--- src/rtl/riscv_alu_mc.sv ---
// Handshaked RV32/RV64 IM ALU with a registered result. The iterative radix-2 divider
// and its DIV state are only built when RISCV_ALU_DIV_EN is defined.
module riscv_alu_mc #(
    parameter int XLEN = 32
) (
    input  logic            clk_i,
    input  logic            rst_i,
    input  logic            alu_valid_i,
    output logic            alu_ready_o,
    input  logic [4:0]      alu_op_i,
    input  logic [XLEN-1:0] alu_a_i,
    input  logic [XLEN-1:0] alu_b_i,
    output logic            alu_valid_o,
    input  logic            alu_ready_i,
    output logic [XLEN-1:0] alu_p_o
);

    // state | meaning
    // IDLE  | no result held, ready for an op
    // DIV   | iterative divide in flight, inputs ignored
    // DONE  | result valid on alu_p_o until consumer takes it
    localparam int SHW = $clog2(XLEN);

    localparam logic [4:0] OP_ADD    = 5'b00000;
    localparam logic [4:0] OP_SUB    = 5'b00001;
    localparam logic [4:0] OP_AND    = 5'b00010;
    localparam logic [4:0] OP_OR     = 5'b00011;
    localparam logic [4:0] OP_XOR    = 5'b00100;
    localparam logic [4:0] OP_SLL    = 5'b00101;
    localparam logic [4:0] OP_SRL    = 5'b00110;
    localparam logic [4:0] OP_SRA    = 5'b00111;
    localparam logic [4:0] OP_SLT    = 5'b01000;
    localparam logic [4:0] OP_SLTU   = 5'b01001;
    localparam logic [4:0] OP_MUL    = 5'b01010;
    localparam logic [4:0] OP_MULH   = 5'b01011;
    localparam logic [4:0] OP_MULHSU = 5'b01100;
    localparam logic [4:0] OP_MULHU  = 5'b01101;

`ifdef RISCV_ALU_DIV_EN
    localparam logic [4:0] OP_DIV    = 5'b01110;
    localparam logic [4:0] OP_DIVU   = 5'b01111;
    localparam logic [4:0] OP_REM    = 5'b10000;
    localparam logic [4:0] OP_REMU   = 5'b10001;

    typedef enum logic [1:0] {S_IDLE = 2'd0, S_DIV = 2'd1, S_DONE = 2'd2} state_t;
`else
    typedef enum logic [1:0] {S_IDLE = 2'd0, S_DONE = 2'd2} state_t;
`endif

    state_t            state_q;
    logic              valid_q;
    logic [XLEN-1:0]   p_q;
    logic              accept;
    logic [XLEN-1:0]   fast_res;
    logic [SHW-1:0]    shamt;
    logic              mul_sa;
    logic              mul_sb;
    logic [2*XLEN-1:0] mul_a;
    logic [2*XLEN-1:0] mul_b;
    logic [2*XLEN-1:0] prod;

    assign alu_ready_o = ~rst_i & ((state_q == S_IDLE) | ((state_q == S_DONE) & alu_ready_i));
    assign accept      = alu_valid_i & alu_ready_o;
    assign alu_valid_o = valid_q;
    assign alu_p_o     = p_q;

    // One 2*XLEN multiplier; operand extension picks signed/unsigned high half.
    assign shamt  = alu_b_i[SHW-1:0];
    assign mul_sa = (alu_op_i == OP_MULH) || (alu_op_i == OP_MULHSU);
    assign mul_sb = (alu_op_i == OP_MULH);
    assign mul_a  = {{XLEN{mul_sa & alu_a_i[XLEN-1]}}, alu_a_i};
    assign mul_b  = {{XLEN{mul_sb & alu_b_i[XLEN-1]}}, alu_b_i};
    assign prod   = mul_a * mul_b;

`ifdef RISCV_ALU_DIV_EN
    localparam int              CW       = $clog2(XLEN) + 1;
    localparam logic [XLEN-1:0] MOST_NEG = {1'b1, {(XLEN-1){1'b0}}};

    logic            div_op;
    logic            div_sgn;
    logic            div_rem;
    logic            a_neg;
    logic            b_neg;
    logic            div_spec;
    logic            start_div;
    logic [XLEN-1:0] a_abs;
    logic [XLEN-1:0] b_abs;
    logic [XLEN-1:0] spec_res;
    logic [XLEN-1:0] div_res;
    logic [XLEN:0]   rem_sh;
    logic [XLEN:0]   diff;

    logic [CW-1:0]   cnt_q;
    logic [XLEN-1:0] rem_q;
    logic [XLEN-1:0] quo_q;
    logic [XLEN-1:0] dvsr_q;
    logic            neg_quo_q;
    logic            neg_rem_q;
    logic            is_rem_q;

    always_comb begin
        div_op    = alu_op_i inside {OP_DIV, OP_DIVU, OP_REM, OP_REMU};
        div_sgn   = (alu_op_i == OP_DIV) || (alu_op_i == OP_REM);
        div_rem   = (alu_op_i == OP_REM) || (alu_op_i == OP_REMU);
        a_neg     = div_sgn & alu_a_i[XLEN-1];
        b_neg     = div_sgn & alu_b_i[XLEN-1];
        a_abs     = a_neg ? -alu_a_i : alu_a_i;
        b_abs     = b_neg ? -alu_b_i : alu_b_i;
        div_spec  = 1'b0;
        spec_res  = '0;
        if (alu_b_i == '0) begin
            div_spec = 1'b1;
            spec_res = div_rem ? alu_a_i : '1;
        end else if (div_sgn && (alu_a_i == MOST_NEG) && (alu_b_i == '1)) begin
            div_spec = 1'b1;
            spec_res = div_rem ? '0 : alu_a_i;
        end
        start_div = div_op & ~div_spec;
    end

    // Restoring step: shift the next dividend bit into the partial remainder.
    assign rem_sh  = {rem_q, quo_q[XLEN-1]};
    assign diff    = rem_sh - {1'b0, dvsr_q};
    assign div_res = is_rem_q ? (neg_rem_q ? -rem_q : rem_q)
                              : (neg_quo_q ? -quo_q : quo_q);
`endif

    always_comb begin
        fast_res = '0;
        case (alu_op_i)
            OP_ADD:    fast_res = alu_a_i + alu_b_i;
            OP_SUB:    fast_res = alu_a_i - alu_b_i;
            OP_AND:    fast_res = alu_a_i & alu_b_i;
            OP_OR:     fast_res = alu_a_i | alu_b_i;
            OP_XOR:    fast_res = alu_a_i ^ alu_b_i;
            OP_SLL:    fast_res = alu_a_i << shamt;
            OP_SRL:    fast_res = alu_a_i >> shamt;
            OP_SRA:    fast_res = $signed(alu_a_i) >>> shamt;
            OP_SLT:    fast_res = {{(XLEN-1){1'b0}}, $signed(alu_a_i) < $signed(alu_b_i)};
            OP_SLTU:   fast_res = {{(XLEN-1){1'b0}}, alu_a_i < alu_b_i};
            OP_MUL:    fast_res = prod[XLEN-1:0];
            OP_MULH,
            OP_MULHSU,
            OP_MULHU:  fast_res = prod[2*XLEN-1:XLEN];
            default:   fast_res = '0;
        endcase
`ifdef RISCV_ALU_DIV_EN
        if (div_op) fast_res = spec_res;
`endif
    end

    always_ff @(posedge clk_i) begin
        if (rst_i) begin
            state_q   <= S_IDLE;
            valid_q   <= 1'b0;
            p_q       <= '0;
`ifdef RISCV_ALU_DIV_EN
            cnt_q     <= '0;
            rem_q     <= '0;
            quo_q     <= '0;
            dvsr_q    <= '0;
            neg_quo_q <= 1'b0;
            neg_rem_q <= 1'b0;
            is_rem_q  <= 1'b0;
`endif
        end else begin
            case (state_q)
                S_IDLE, S_DONE: begin
                    if (accept) begin
`ifdef RISCV_ALU_DIV_EN
                        if (start_div) begin
                            state_q   <= S_DIV;
                            valid_q   <= 1'b0;
                            cnt_q     <= CW'(XLEN);
                            rem_q     <= '0;
                            quo_q     <= a_abs;
                            dvsr_q    <= b_abs;
                            neg_quo_q <= a_neg ^ b_neg;
                            neg_rem_q <= a_neg;
                            is_rem_q  <= div_rem;
                        end else begin
`endif
                            state_q <= S_DONE;
                            valid_q <= 1'b1;
                            p_q     <= fast_res;
`ifdef RISCV_ALU_DIV_EN
                        end
`endif
                    end else if ((state_q == S_DONE) && alu_ready_i) begin
                        state_q <= S_IDLE;
                        valid_q <= 1'b0;
                    end
                end
`ifdef RISCV_ALU_DIV_EN
                S_DIV: begin
                    if (cnt_q != '0) begin
                        cnt_q <= cnt_q - 1'b1;
                        rem_q <= diff[XLEN] ? rem_sh[XLEN-1:0] : diff[XLEN-1:0];
                        quo_q <= {quo_q[XLEN-2:0], ~diff[XLEN]};
                    end else begin
                        state_q <= S_DONE;
                        valid_q <= 1'b1;
                        p_q     <= div_res;
                    end
                end
`endif
                default: begin
                    state_q <= S_IDLE;
                    valid_q <= 1'b0;
                end
            endcase
        end
    end

endmodule

--- config.mk ---
export PLATFORM = sky130hd
export DESIGN_NAME = riscv_alu_mc
export DESIGN_NICKNAME = d
export VERILOG_FILES = /design/src/rtl/riscv_alu_mc.sv
export SDC_FILE = /design/constraint.sdc
export NUM_CORES = 2
export LEC_CHECK = 0
export ABC_AREA = 1
export ABC_CLOCK_PERIOD_IN_PS = 15400
export CAP_MARGIN = 15
export CORE_MARGIN = 3
export CORE_UTILIZATION = 50
export CTS_BUF_LIST = sky130_fd_sc_hd__clkbuf_8
export CTS_CLUSTER_DIAMETER = 40
export DETAILED_ROUTE_END_ITERATION = 8
export GPL_TIMING_DRIVEN = 0
export PLACE_DENSITY = 0.7
export SYNTH_ARGS = -nofsm -noshare
export SYNTH_HDL_FRONTEND = slang
export SYNTH_SLANG_ARGS = --single-unit
--- constraint.sdc ---
create_clock -name clk_i -period 15.4 [get_ports clk_i]
set_input_delay 4.62 -clock clk_i [delete_from_list [all_inputs] [get_ports clk_i]]
set_output_delay 4.62 -clock clk_i [all_outputs]
set_load 0.03 [all_outputs]
==> results.yml <==
outcome:
  run_status: "finished with violations"
  failed_checks: "negative setup slack"
floorplan:
  die_x_um: 326.7
  die_h_um: 326.7
  die-area_um2: 106700
  rows: 117
  io-pin-count: 107
  initial_core_util: 0.5048
  coreArea_um2: 101900
clock_tree:
  cts-buffers-inserted: 5
  clockBufferDepth: 2
  cts_tree: "done"
  htree_levels: 2
  clk_latency_ns: 0.31
  clock-sinks: 33
  cts_hold_buf: 0
  cts.clk_slew.worst_paths_ns: 0.08
  cts-root-buf: "clkbuf_8"
job:
  cap_violations: 0
critical_path:
  path_buf_inv: 11
  critPathMaxFanout: 10
  cp-end-kind: "register"
  path_delay_family: "adder cells"
  critPathMaxStageDelay_ns: 0.80
  cp.required_ns: 15.57
  start_kind: "input port"
  crit_arrival_ns: 15.58
  crit_type: "in -> reg"
  crit_slowest_cell: "fa_2"
logic_synthesis:
  synth.most_common_cell: "nand2_1"
  synthesis.nets: 8893
  synthArstFlopShare: 0
  synthesis.area_um2: 51430
  synth-seq-area-share: 0.01284
  syn_avg_cell_area_um2: 6.965
  synth_edf_count: 0
  synth.area.top_cells: "fa_1, nand2_1, inv_1"
  synth_flop_cell: "dfxtp_1"
  synth_top_area_share: 0.4387
  yosysUniqueCellTypes: 55
  yosys.area.top_type: "fa_1"
  netlist_top_cells_count: "nand2_1, inv_1, fa_1"
  yosys_warnings: 0
  syn_inst: 7384
  ys_ff_latch: 33
detailed_routing:
  drt_wl_total_um: 266700
  avgRoutedWirePerCell_um: 29.99
  dr.pass1.iters: 6
  num_vias: 51850
  drc: 0
  via_per_inst: 5.830
  ant_nets: 0
  drt-initial-drc-count: 7292
finish:
  utilization: 0.5362
  nets: 9025
  area_growth_pct: 6.225
  num-fill-cells: 10370
  final_layout_size_suffix_gt1_frac: 0.02235
timing:
  finalSetupTns_ns: -0.003897
  slew_violations: 0
  period_share: 1.000
  max_freq_mhz: 64.92
  fin_skew_ns: 0.008480
  worstMarginPinSlew_ns: 1.401
  hold_viol_final: 0
  rsz0062_at_grt: "false"
  finalSetupViolations: 1
  period_minus_slack_ns: 15.40
  slew_headroom: 0.06575
  layout_setup_ws_ns: -0.003897
global_route:
  antenna_found_initial: 15
  grt_pass1_vias: 51020
  grt_pass1_wl_um: 371800
  grt_max_degree: 20
  grtUsageTotal: 0.4986
  overflow: 0
placed_design:
  gp_congestion: 1.097
  hpwl_um: 229100
  port_buffers: 103
worst_hold_path:
  min_path_type: "reg -> reg"
path summary, 6_finish.rpt:
kind                             startpoint           to  slack [ns]  depth (start not counted)
worst min-delay path             alu_p_o[8]   alu_p_o[8]        0.47                          2
worst max register to register   state_q[1]  alu_p_o[13]       13.75                          6
worst max-delay path            alu_op_i[0]  alu_p_o[28]      -0.004                         37
worst min register to register   alu_p_o[8]   alu_p_o[8]        0.47                          2
logic make-up (layout without fill, tap and decap cells):
logic type	Yosys count	count (layout)	synth area share
other cells	0	8	0
xor+xnor	11	11	0.001873
compound gates	437	437	0.04668
fa+ha+maj	1436	1436	0.5138
flops	33	33	0.01284
buf+inv	2294	2427	0.1707
simple gates	3173	3173	0.2541
state kept, by name, indices dropped and copies added, names as in the netlist:
signal,flops
alu_p_o,32
state_q,1
what timing repair did:
| item | in CTS | in global routing |
|---|---|---|
| endpoints found under the hold margin | 0 | 0 |
| resized for setup | 7 | 7 |
| buffers inserted | 2 | 2 |
| setup endpoints to repair | 15 | 14 |
| pin swaps | 0 | 0 |
through the flow:
stage / setup slack [ns] / std cells / hold slack (ns) / instance area, um2
6_report: -0.003897 / 8893 / 0.4683 / 54630
3_5_place_dp: -1.140 / 8865 / 0.4572 / 54330
4_1_cts: 0.08630 / 8874 / 0.4685 / 54460
3_3_place_gp: -1.598 / 8855 / 0.4562 / 54170
2_1_floorplan: 3.020 / 7384 / 0.5925 / 51430
5_1_grt: 0.02862 / 8885 / 0.4901 / 54610
worst reg2reg max path: cells and delay by family (launching register included):
kind | cells | cell delay (ns)
AOI/OAI and AO/OA | 2 | 0.36
buffers and inverters | 2 | 0.58
DFF | 1 | 0.33
and+or+nand+nor | 2 | 0.30
cell type report:
cell class | count | area [um2] | share of cell area
tap | 1368 | 1712 | 0.03133
clock inverter | 3 | 11.26 | 0.0002061
multi-input combinational | 5057 | 42040 | 0.7694
inverter | 1948 | 7322 | 0.1340
buffer | 345 | 1461 | 0.02675
timing repair buffer | 126 | 1341 | 0.02455
antenna | 8 | 20.02 | 0.0003664
clock buffer | 5 | 68.82 | 0.001260
sequential | 33 | 660.6 | 0.01209
cell usage in the layout, fill, tap and decap left out, drive strengths merged, types with 3 or more instances in the layout:
master	n
a21oi	207
buf	116
diode	8
and2	4
nand2	2131
nand4	60
nor4	9
nor2	381
clkdlybuf4s50	103
or2	15
xnor2	4
dfxtp	33
a31oi	5
nand3b	26
inv	1947
ha	309
fa	1127
nor3	47
o21a	5
a21boi	10
clkbuf	257
o21ai	136
o22ai	23
xor2	7
nand3	498
o21bai	24
o2111ai	3
o211ai	14
routing by layer:
| metal | GRT usage | vias to the layer above | part of all wire |
|---|---|---|---|
| li1 | - | 21710 | - |
| met1 | 0.6495 | 25300 | 0.37 |
| met2 | 0.6925 | 3923 | 0.39 |
| met3 | 0.1597 | 905 | 0.14 |
| met4 | 0.3663 | 10 | 0.098 |
| met5 | 0.01042 | - | 0.00075 |
Power is not shown: default switching activity piles up to over one toggle a cycle in this logic, so the estimate is an artifact.
